--- src/rtl/decode_stage.sv ---
// decode_stage: RV32I/RV64I decode with a DEPTH-entry skid FIFO toward execute.
// Fields, format and sign-extended immediate are resolved before queuing.
module decode_stage #(
  parameter int XLEN  = 32,
  parameter int PC_W  = 32,
  parameter int DEPTH = 2
) (
  input  logic            clk,
  input  logic            rst_n,
  input  logic            flush,
  input  logic            in_valid,
  output logic            in_ready,
  input  logic [31:0]     in_instr,
  input  logic [PC_W-1:0] in_pc,
  output logic            out_valid,
  input  logic            out_ready,
  output logic [PC_W-1:0] out_pc,
  output logic [6:0]      out_opcode,
  output logic [4:0]      out_rd,
  output logic [4:0]      out_rs1,
  output logic [4:0]      out_rs2,
  output logic [2:0]      out_funct3,
  output logic [6:0]      out_funct7,
  output logic [2:0]      out_fmt,
  output logic [XLEN-1:0] out_imm,
  output logic            out_illegal
);

  localparam int AW = $clog2(DEPTH);

  typedef struct packed {
    logic [PC_W-1:0] pc;
    logic [31:0]     instr;
    logic [2:0]      fmt;
    logic [XLEN-1:0] imm;
    logic            illegal;
  } ent_t;

  ent_t          mem [DEPTH];
  ent_t          last_q;
  ent_t          head;
  ent_t          dec;
  logic [AW-1:0] wr_ptr;
  logic [AW-1:0] rd_ptr;
  logic [AW:0]   count;
  logic          push;
  logic          pop;
  logic [6:0]    op;
  logic [31:0]   imm32;

  assign op = in_instr[6:0];

  always_comb begin
    dec       = '0;
    dec.pc    = in_pc;
    dec.instr = in_instr;
    imm32     = '0;
    unique case (1'b1)
      (op == 7'b0110111),
      (op == 7'b0010111): dec.fmt = 3'd4;
      (op == 7'b1101111): dec.fmt = 3'd5;
      (op == 7'b1100111) && (in_instr[14:12] == 3'b000),
      (op == 7'b0000011),
      (op == 7'b0010011),
      (op == 7'b0001111),
      (op == 7'b1110011): dec.fmt = 3'd1;
      (XLEN == 64) && (op == 7'b0011011): dec.fmt = 3'd1;
      (op == 7'b1100011): dec.fmt = 3'd3;
      (op == 7'b0100011): dec.fmt = 3'd2;
      (op == 7'b0110011): dec.fmt = 3'd0;
      (XLEN == 64) && (op == 7'b0111011): dec.fmt = 3'd0;
      default: dec.fmt = 3'd7;
    endcase
    unique case (dec.fmt)
      3'd1: imm32 = {{20{in_instr[31]}}, in_instr[31:20]};
      3'd2: imm32 = {{20{in_instr[31]}}, in_instr[31:25],
                     in_instr[11:7]};
      3'd3: imm32 = {{19{in_instr[31]}}, in_instr[31],
                     in_instr[7], in_instr[30:25],
                     in_instr[11:8], 1'b0};
      3'd4: imm32 = {in_instr[31:12], 12'b0};
      3'd5: imm32 = {{11{in_instr[31]}}, in_instr[31],
                     in_instr[19:12], in_instr[20],
                     in_instr[30:21], 1'b0};
      default: imm32 = '0;
    endcase
    dec.imm     = XLEN'($signed(imm32));
    dec.illegal = (dec.fmt == 3'd7);
  end

  assign in_ready  = (count != (AW+1)'(DEPTH));
  assign out_valid = (count != '0);
  assign push      = in_valid & in_ready & ~flush;
  assign pop       = out_valid & out_ready & ~flush;

  // An empty FIFO keeps presenting the most recently popped entry.
  assign head = out_valid ? mem[rd_ptr] : last_q;

  always_ff @(posedge clk or negedge rst_n) begin
    if (!rst_n) begin
      for (int i = 0; i < DEPTH; i++) mem[i] <= '0;
      last_q <= '0;
      wr_ptr <= '0;
      rd_ptr <= '0;
      count  <= '0;
    end else if (flush) begin
      wr_ptr <= '0;
      rd_ptr <= '0;
      count  <= '0;
    end else begin
      if (push) begin
        mem[wr_ptr] <= dec;
        wr_ptr      <= wr_ptr + 1'b1;
      end
      if (pop) begin
        last_q <= mem[rd_ptr];
        rd_ptr <= rd_ptr + 1'b1;
      end
      count <= count + (AW+1)'(push) - (AW+1)'(pop);
    end
  end

  assign out_pc      = head.pc;
  assign out_opcode  = head.instr[6:0];
  assign out_rd      = head.instr[11:7];
  assign out_rs1     = head.instr[19:15];
  assign out_rs2     = head.instr[24:20];
  assign out_funct3  = head.instr[14:12];
  assign out_funct7  = head.instr[31:25];
  assign out_fmt     = head.fmt;
  assign out_imm     = head.imm;
  assign out_illegal = head.illegal;

endmodule

--- config.mk ---
export PLATFORM = sky130hd
export DESIGN_NAME = decode_stage
export DESIGN_NICKNAME = d
export VERILOG_FILES = /design/src/rtl/decode_stage.sv
export SDC_FILE = /design/constraint.sdc
export NUM_CORES = 1
export LEC_CHECK = 0
export BUFFER_PORTS_ARGS = -buffer_cell sky130_fd_sc_hd__clkbuf_2
export CAP_MARGIN = 20
export CORE_MARGIN = 2
export CORE_UTILIZATION = 50
export CTS_CLUSTER_DIAMETER = 60
export DETAILED_ROUTE_END_ITERATION = 12
export GPL_TIMING_DRIVEN = 0
export PLACE_DENSITY = 0.67
export SETUP_SLACK_MARGIN = 0.2
export SYNTH_ARGS = -nofsm -noshare
export SYNTH_HDL_FRONTEND = slang
export SYNTH_SLANG_ARGS = --single-unit
--- constraint.sdc ---
create_clock -name clk -period 3.3 [get_ports clk]
set_clock_uncertainty 0.2 [all_clocks]
set_input_delay 0.66 -clock clk [delete_from_list [all_inputs] [get_ports clk]]
set_output_delay 0.66 -clock clk [all_outputs]
set_load 0.02 [all_outputs]
==> results of run 1 <==
## synth_stat cells, types with 4 or more instances
master / count / area [um^2]
nand2_1: 434 / 1630
dfrtp_1: 304 / 7610
nor2_1: 248 / 931
a21oi_1: 200 / 1000
mux2i_1: 101 / 1010
clkbuf_1: 86 / 323
a31oi_1: 42 / 263
o21ai_0: 29 / 145
buf_2: 17 / 85.1
mux2_2: 8 / 90.1
nand4_1: 4 / 25.0
## path summary, 6_finish.rpt
kind                                           to                 start  depth (start not counted)  slack (ps)
min reg2reg                  mem[183]$_DFFE_PN0P_  mem[183]$_DFFE_PN0P_                          2         270
max                                 out_funct7[6]    count[1]$_DFF_PN0_                          6         220
min in group clk             mem[173]$_DFFE_PN0P_              in_pc[5]                          3         150
min                        last_q[52]$_DFFE_PN0P_                 rst_n                          1         -30
max reg2reg                    count[1]$_DFF_PN0_    count[1]$_DFF_PN0_                         12         400
max in group asynchronous     mem[87]$_DFFE_PN0P_                 rst_n                          3        1420
## state kept, by name, summed over array words and instances, names as in the netlist
signal,cells
wr_ptr,1
last_q,100
mem,200
count,2
rd_ptr,1
## metrics by stage
stage | cells | hold slack [ps]
6_report | 2093 | -33.1
2_1_floorplan | 1522 | 164
5_1_grt | 2092 | 15.6
3_5_place_dp | 2032 | 262
4_1_cts | 2092 | 2.58
3_3_place_gp | 2030 | 256
## power by group through the flow
| stage | Clock, mW | Sequential [mW] | Combinational [mW] |
|---|---|---|---|
| CTS | 3.96 | 6.00 | 5.93 |
| global route | 4.11 | 6.19 | 6.61 |
| detailed placement | 0 | 6.05 | 5.82 |
| floorplan | 0 | 5.85 | 4.02 |
| finish | 3.90 | 6.01 | 6.00 |
| global placement | 0 | 5.99 | 5.70 |
## what timing repair did
action | CTS | global route
resized for setup | 48 | 49
pin swaps | 0 | 0
setup endpoints to repair | 102 | 85
## cell families after synthesis
kind of cell    Yosys count  share of synthesized area, %
simple gates            710                          20.4
flops                   304                          56.4
compound gates          281                          11.1
mux                     111                          8.39
buf+inv                 110                          3.28
xor+xnor                  4                         0.260
fa+ha+maj                 2                         0.186
## area by class of cell
class	instances	area, um^2	area share (%)
Inverter	3	11.3	0.0698
Buffer	107	532	3.30
Timing Repair Buffer	169	902	5.59
Multi-Input combinational cell	1108	5510	34.1
Antenna cell	1	2.50	0.0155
Sequential cell	304	7610	47.1
Clock buffer	53	1040	6.42
Tap cell	341	427	2.64
Clock inverter	7	114	0.706
## worst register-to-register path: stages, from the launching register on
cell      delay [ps]
dfrtp_1          370
or2_2            120
clkbuf_1         170
nand2_1          120
nor2_1           190
clkbuf_2         430
clkbuf_2         330
ha_1             270
inv_1             50
ha_1             140
xor2_1           180
xnor2_1          140
nor2_1            50
## metal layers
layer  vias to the layer above  track usage [%]
met5                         -                0
met4                         0             7.42
met3                        69             4.04
met2                       404             42.8
met1                      5634             39.1
li1                       5404                -
==> flow_summary.toml, run 1 <==
[run_status]
outcome = "complete, but fails checks"
violations = "negative hold slack"

[placement]
numPortBuffers = 167
dpl-instance-area_um2 = 14800
gp_congestion = 0.899
place_hpwl_mm = 25.9
post-place-ws_ps = -115

[timing]
fmax_ghz = 0.325
timing.final.crit_share_pct = 93.2
worst_pin_slew_ps = 898
min_period_ps = 3080
slew_headroom_pct = 40.1
rsz0062_at_grt = "yes"
finalHoldViolCount = 12
setup_violations = 0
fin_ws_ps = 225
tns_ps = 0
drv_slew = 0
fin_hold_ws_ps = -33.1

[routing]
met3_length_mm = 2.88
route.vias.total = 11500
top_layer_used = "met4"
drtPass1Iterations = 6
wl_met1_mm = 16.8
wl_per_cell_um = 18.3
first_iter_violations = 1103
detail-route-antenna-nets = 0
vias_per_cell = 5.50
wl_mm = 38.3
met2WireLength_mm = 17.9
drcViolationCount = 0

[global_routing]
grt_max_degree = 114
grt_pass1_vias = 11100
grt_pass1_wl_mm = 59.9
gr-total-overflow = 0
track_usage_pct = 27.0
antenna_found_initial = 0

[layout]
final_nets = 1799
area_growth_pct = 19.7
final_util_pct = 60.4
design_area_um2 = 16100
nFillCells = 2357
mostFrequentLayoutCells = "nand2_1, dfrtp_1, nor2_1, a21oi_1, clkbuf_2"
mostFrequentLayoutCell = "nand2_1"
layout-drive-gt1-share_pct = 17.3

[synth]
postSynth.asyncResetShare_pct = 100
ys_ff_latch = 304
dominantRegCellSynth = "dfrtp_1"
syn_nets = 1593
yosysSeqAreaShare_pct = 56.4
synth.avg_cell_area_um2 = 8.86
yosysUniqueCellTypes = 41
yosys_warnings = 0
synth-edff-count = 0
netlist_area_um2 = 13500
postSynthCellCount = 1522

[pwr]
power_mw = 15.9
combPwrFrac_pct = 37.7
power.density_nw_per_um2 = 985
seq_power_share_pct = 37.8
ir_drop_mv = 0.689
p_clk_share_pct = 24.5
p_int_mw = 9.73
switching_share_pct = 38.8
p_switching_mw = 6.17
power.leakage_nw = 7.67

[worst_setup_path]
crit_top_cell = "clkbuf_2"
startpoint_type = "register"
crit_chain = "or2_2, clkbuf_1, clkbuf_8, clkbuf_2, a21oi_2, clkbuf_2"
crit_path_end_kind = "primary output"
max_stage_delay_ps = 400
path_buf_inv = 4
crit_family = "buffers and inverters"
cp.arrival_ps = 2220
cp_slowest_cell = "dfrtp_1"
crit_type = "register to primary output"
critical_path_peak_fanout = 10
cp.required_ps = 2440

[floorplanning]
die_w_um = 168
die_h_um = 168
core_um2 = 26700
start_util_pct = 50.4
pin_count = 171
rows = 60
dieArea_um2 = 28300

[clock_tree]
cts_buffers = 35
cts.path.max_buffers = 3
cts_root_buf = "clkbuf_16"
clk_pin_slew_ps = 60
cts_sinks = 304
htree_levels = 2
cts_tree = "yes"
cts_setup_buffers = 0
clock_latency_ps = 510
cts_hold_buf = 0

[flow_run]
cap_viol_max_count = 0

[hold_path]
holdCritPathClass = "primary input to asynchronous set/reset pin"
Power figures use the tool's default switching activity.
==> inputs of run 2 (changes only) <==
--- a/config.mk
+++ b/config.mk
@@ -7,7 +7,7 @@
 export LEC_CHECK = 0
 export BUFFER_PORTS_ARGS = -buffer_cell sky130_fd_sc_hd__clkbuf_2
 export CAP_MARGIN = 20
-export CORE_MARGIN = 2
+export CORE_MARGIN = 4
 export CORE_UTILIZATION = 50
 export CTS_CLUSTER_DIAMETER = 60
 export DETAILED_ROUTE_END_ITERATION = 12
==> constraint.sdc (replaced) <==
create_clock -name clk -period 3.07 [get_ports clk]
set_clock_uncertainty 0.2 [all_clocks]
set_input_delay 0.614 -clock clk [delete_from_list [all_inputs] [get_ports clk]]
set_output_delay 0.614 -clock clk [all_outputs]
set_load 0.02 [all_outputs]
==> flow_summary.toml, run 2 (synthesis gave the netlist of run 1 again) <==
[layout]
final_util_pct = 62.6
mostFrequentLayoutCells = "nand2_1, dfrtp_1, nor2_1, a21oi_1, clkbuf_2"
area_growth_pct = 22.1
largest_reg_flops = 200
reg_top3 = "mem (200), last_q (100), count (2)"
regMostFlops = "mem"
final_nets = 1799
design_area_um2 = 16500
mostFrequentLayoutCell = "nand2_1"
layout-drive-gt1-share_pct = 20.4
diodes = 0
final_cells = 2085

[clock_tree]
clock_latency_ps = 510
cts_buffers = 35
cts_setup_buffers = 0
cts_hold_buf = 0
cts_sinks = 304
htree_levels = 2
clk_pin_slew_ps = 60
cts.path.max_buffers = 3
cts_tree = "yes"
cts_root_buf = "clkbuf_16"

[worst_setup_path]
reg2reg_depth = 7
r2r_end = "mem[162]$_DFFE_PN0P_"
cp.required_ps = 2260
timing.rr.start = "count[1]$_DFF_PN0_"
reg2reg_setup_slack_ps = 350
cp.arrival_ps = 2080
startpoint_type = "register"
max_stage_delay_ps = 370
crit_path_end_kind = "primary output"
path_buf_inv = 3
crit_family = "buffers and inverters"
critical_path_peak_fanout = 10
crit_type = "register to primary output"
cp_slowest_cell = "dfrtp_1"
crit_chain = "clkbuf_4, buf_4, mux2i_2, a21oi_2, clkbuf_2"

[global_routing]
antenna_found_initial = 1
track_usage_pct = 26.4
grt_pass1_wl_mm = 61.8
grt_max_degree = 108
grt_pass1_vias = 11400
gr-total-overflow = 0

[floorplanning]
dieArea_um2 = 29700
pin_count = 171
start_util_pct = 51.3
die_h_um = 172
core_um2 = 26300
die_w_um = 172
rows = 59

[pwr]
ir_drop_mv = 0.734
power.leakage_nw = 7.78
power.density_nw_per_um2 = 1060
power_mw = 17.5

[run_status]
violations = "negative hold slack"
outcome = "complete, but fails checks"

[routing]
route.vias.total = 11500
vias_per_cell = 5.54
drtPass1Iterations = 5
wl_mm = 39.3
drcViolationCount = 0
wl_per_cell_um = 18.8
detail-route-antenna-nets = 0
first_iter_violations = 1062

[placement]
place_hpwl_mm = 26.4
gp_congestion = 0.954
post-place-ws_ps = -273
dp_cells = 2026
dpl-instance-area_um2 = 14800
numPortBuffers = 167

[timing]
fmax_ghz = 0.345
fin_ws_ps = 174
setup_violations = 0
rsz0062_at_grt = "yes"
min_period_ps = 2900
drv_slew = 0
timing.final.crit_share_pct = 94.3
fin_hold_ws_ps = -32.0
finalHoldViolCount = 33
worst_pin_slew_ps = 904
tns_ps = 0
slew_headroom_pct = 39.7

[hold_path]
holdCritPathClass = "primary input to asynchronous set/reset pin"

[flow_run]
cap_viol_max_count = 0
==> run 2: cell count changes in the layout (fill, tap and decap cells not counted), sizes merged <==
cell,previous run,this run
clkbuf,296,289
clkinv,4,8
buf,33,35
bufinv,3,2
clkinvlp,0,1
diode,1,0
==> run 2: what timing repair did <==
item,4_1_cts,5_1_grt
setup endpoints to repair,161,106
gates resized for setup,139,48
gates cloned,1,0
==> run 2: area by class of cell <==
class / instances / area (um^2)
inverters: 3 / 11.3
fillers: 2258 / 9820
plain buffers: 106 / 637
well taps: 335 / 419
multi-input cells: 1108 / 5670
flip-flops and latches: 304 / 7610
clock inverters: 11 / 111
repair buffers: 170 / 973
clock buffers: 48 / 1030
==> run 2: routing by layer <==
layer | track usage, % | vias up | wire length, um
met2 | 41.5 | 369 | 18100
met3 | 4.37 | 73 | 2440
met5 | 0 | - | 20
met4 | 7.62 | 2 | 1080
li1 | - | 5415 | -
met1 | 38.4 | 5685 | 17600
==> run 2: worst max-delay path by stage <==
| stage | startpoint | end | slack [ps] | depth (start not counted) |
|---|---|---|---|---|
| 3_3_place_gp | rst_n | mem[93]$_DFFE_PN0P_ | -5390 | 1 |
| 2_1_floorplan | flush | count[1]$_DFF_PN0_ | 430 | 10 |
| 3_5_place_dp | flush | count[1]$_DFF_PN0_ | -270 | 10 |
| 6_report | rd_ptr$_DFFE_PN0P_ | out_rd[3] | 170 | 5 |
| 4_1_cts | rd_ptr$_DFFE_PN0P_ | out_opcode[5] | 150 | 5 |
| 5_1_grt | rd_ptr$_DFFE_PN0P_ | out_opcode[4] | 120 | 5 |
==> run 2: power by group <==
group / switching [mW] / internal, mW / total [mW]
sequential: 0.919 / 5.62 / 6.54
combinational: 4.28 / 2.57 / 6.85
clock: 1.63 / 2.50 / 4.14
total: 6.83 / 10.7 / 17.5
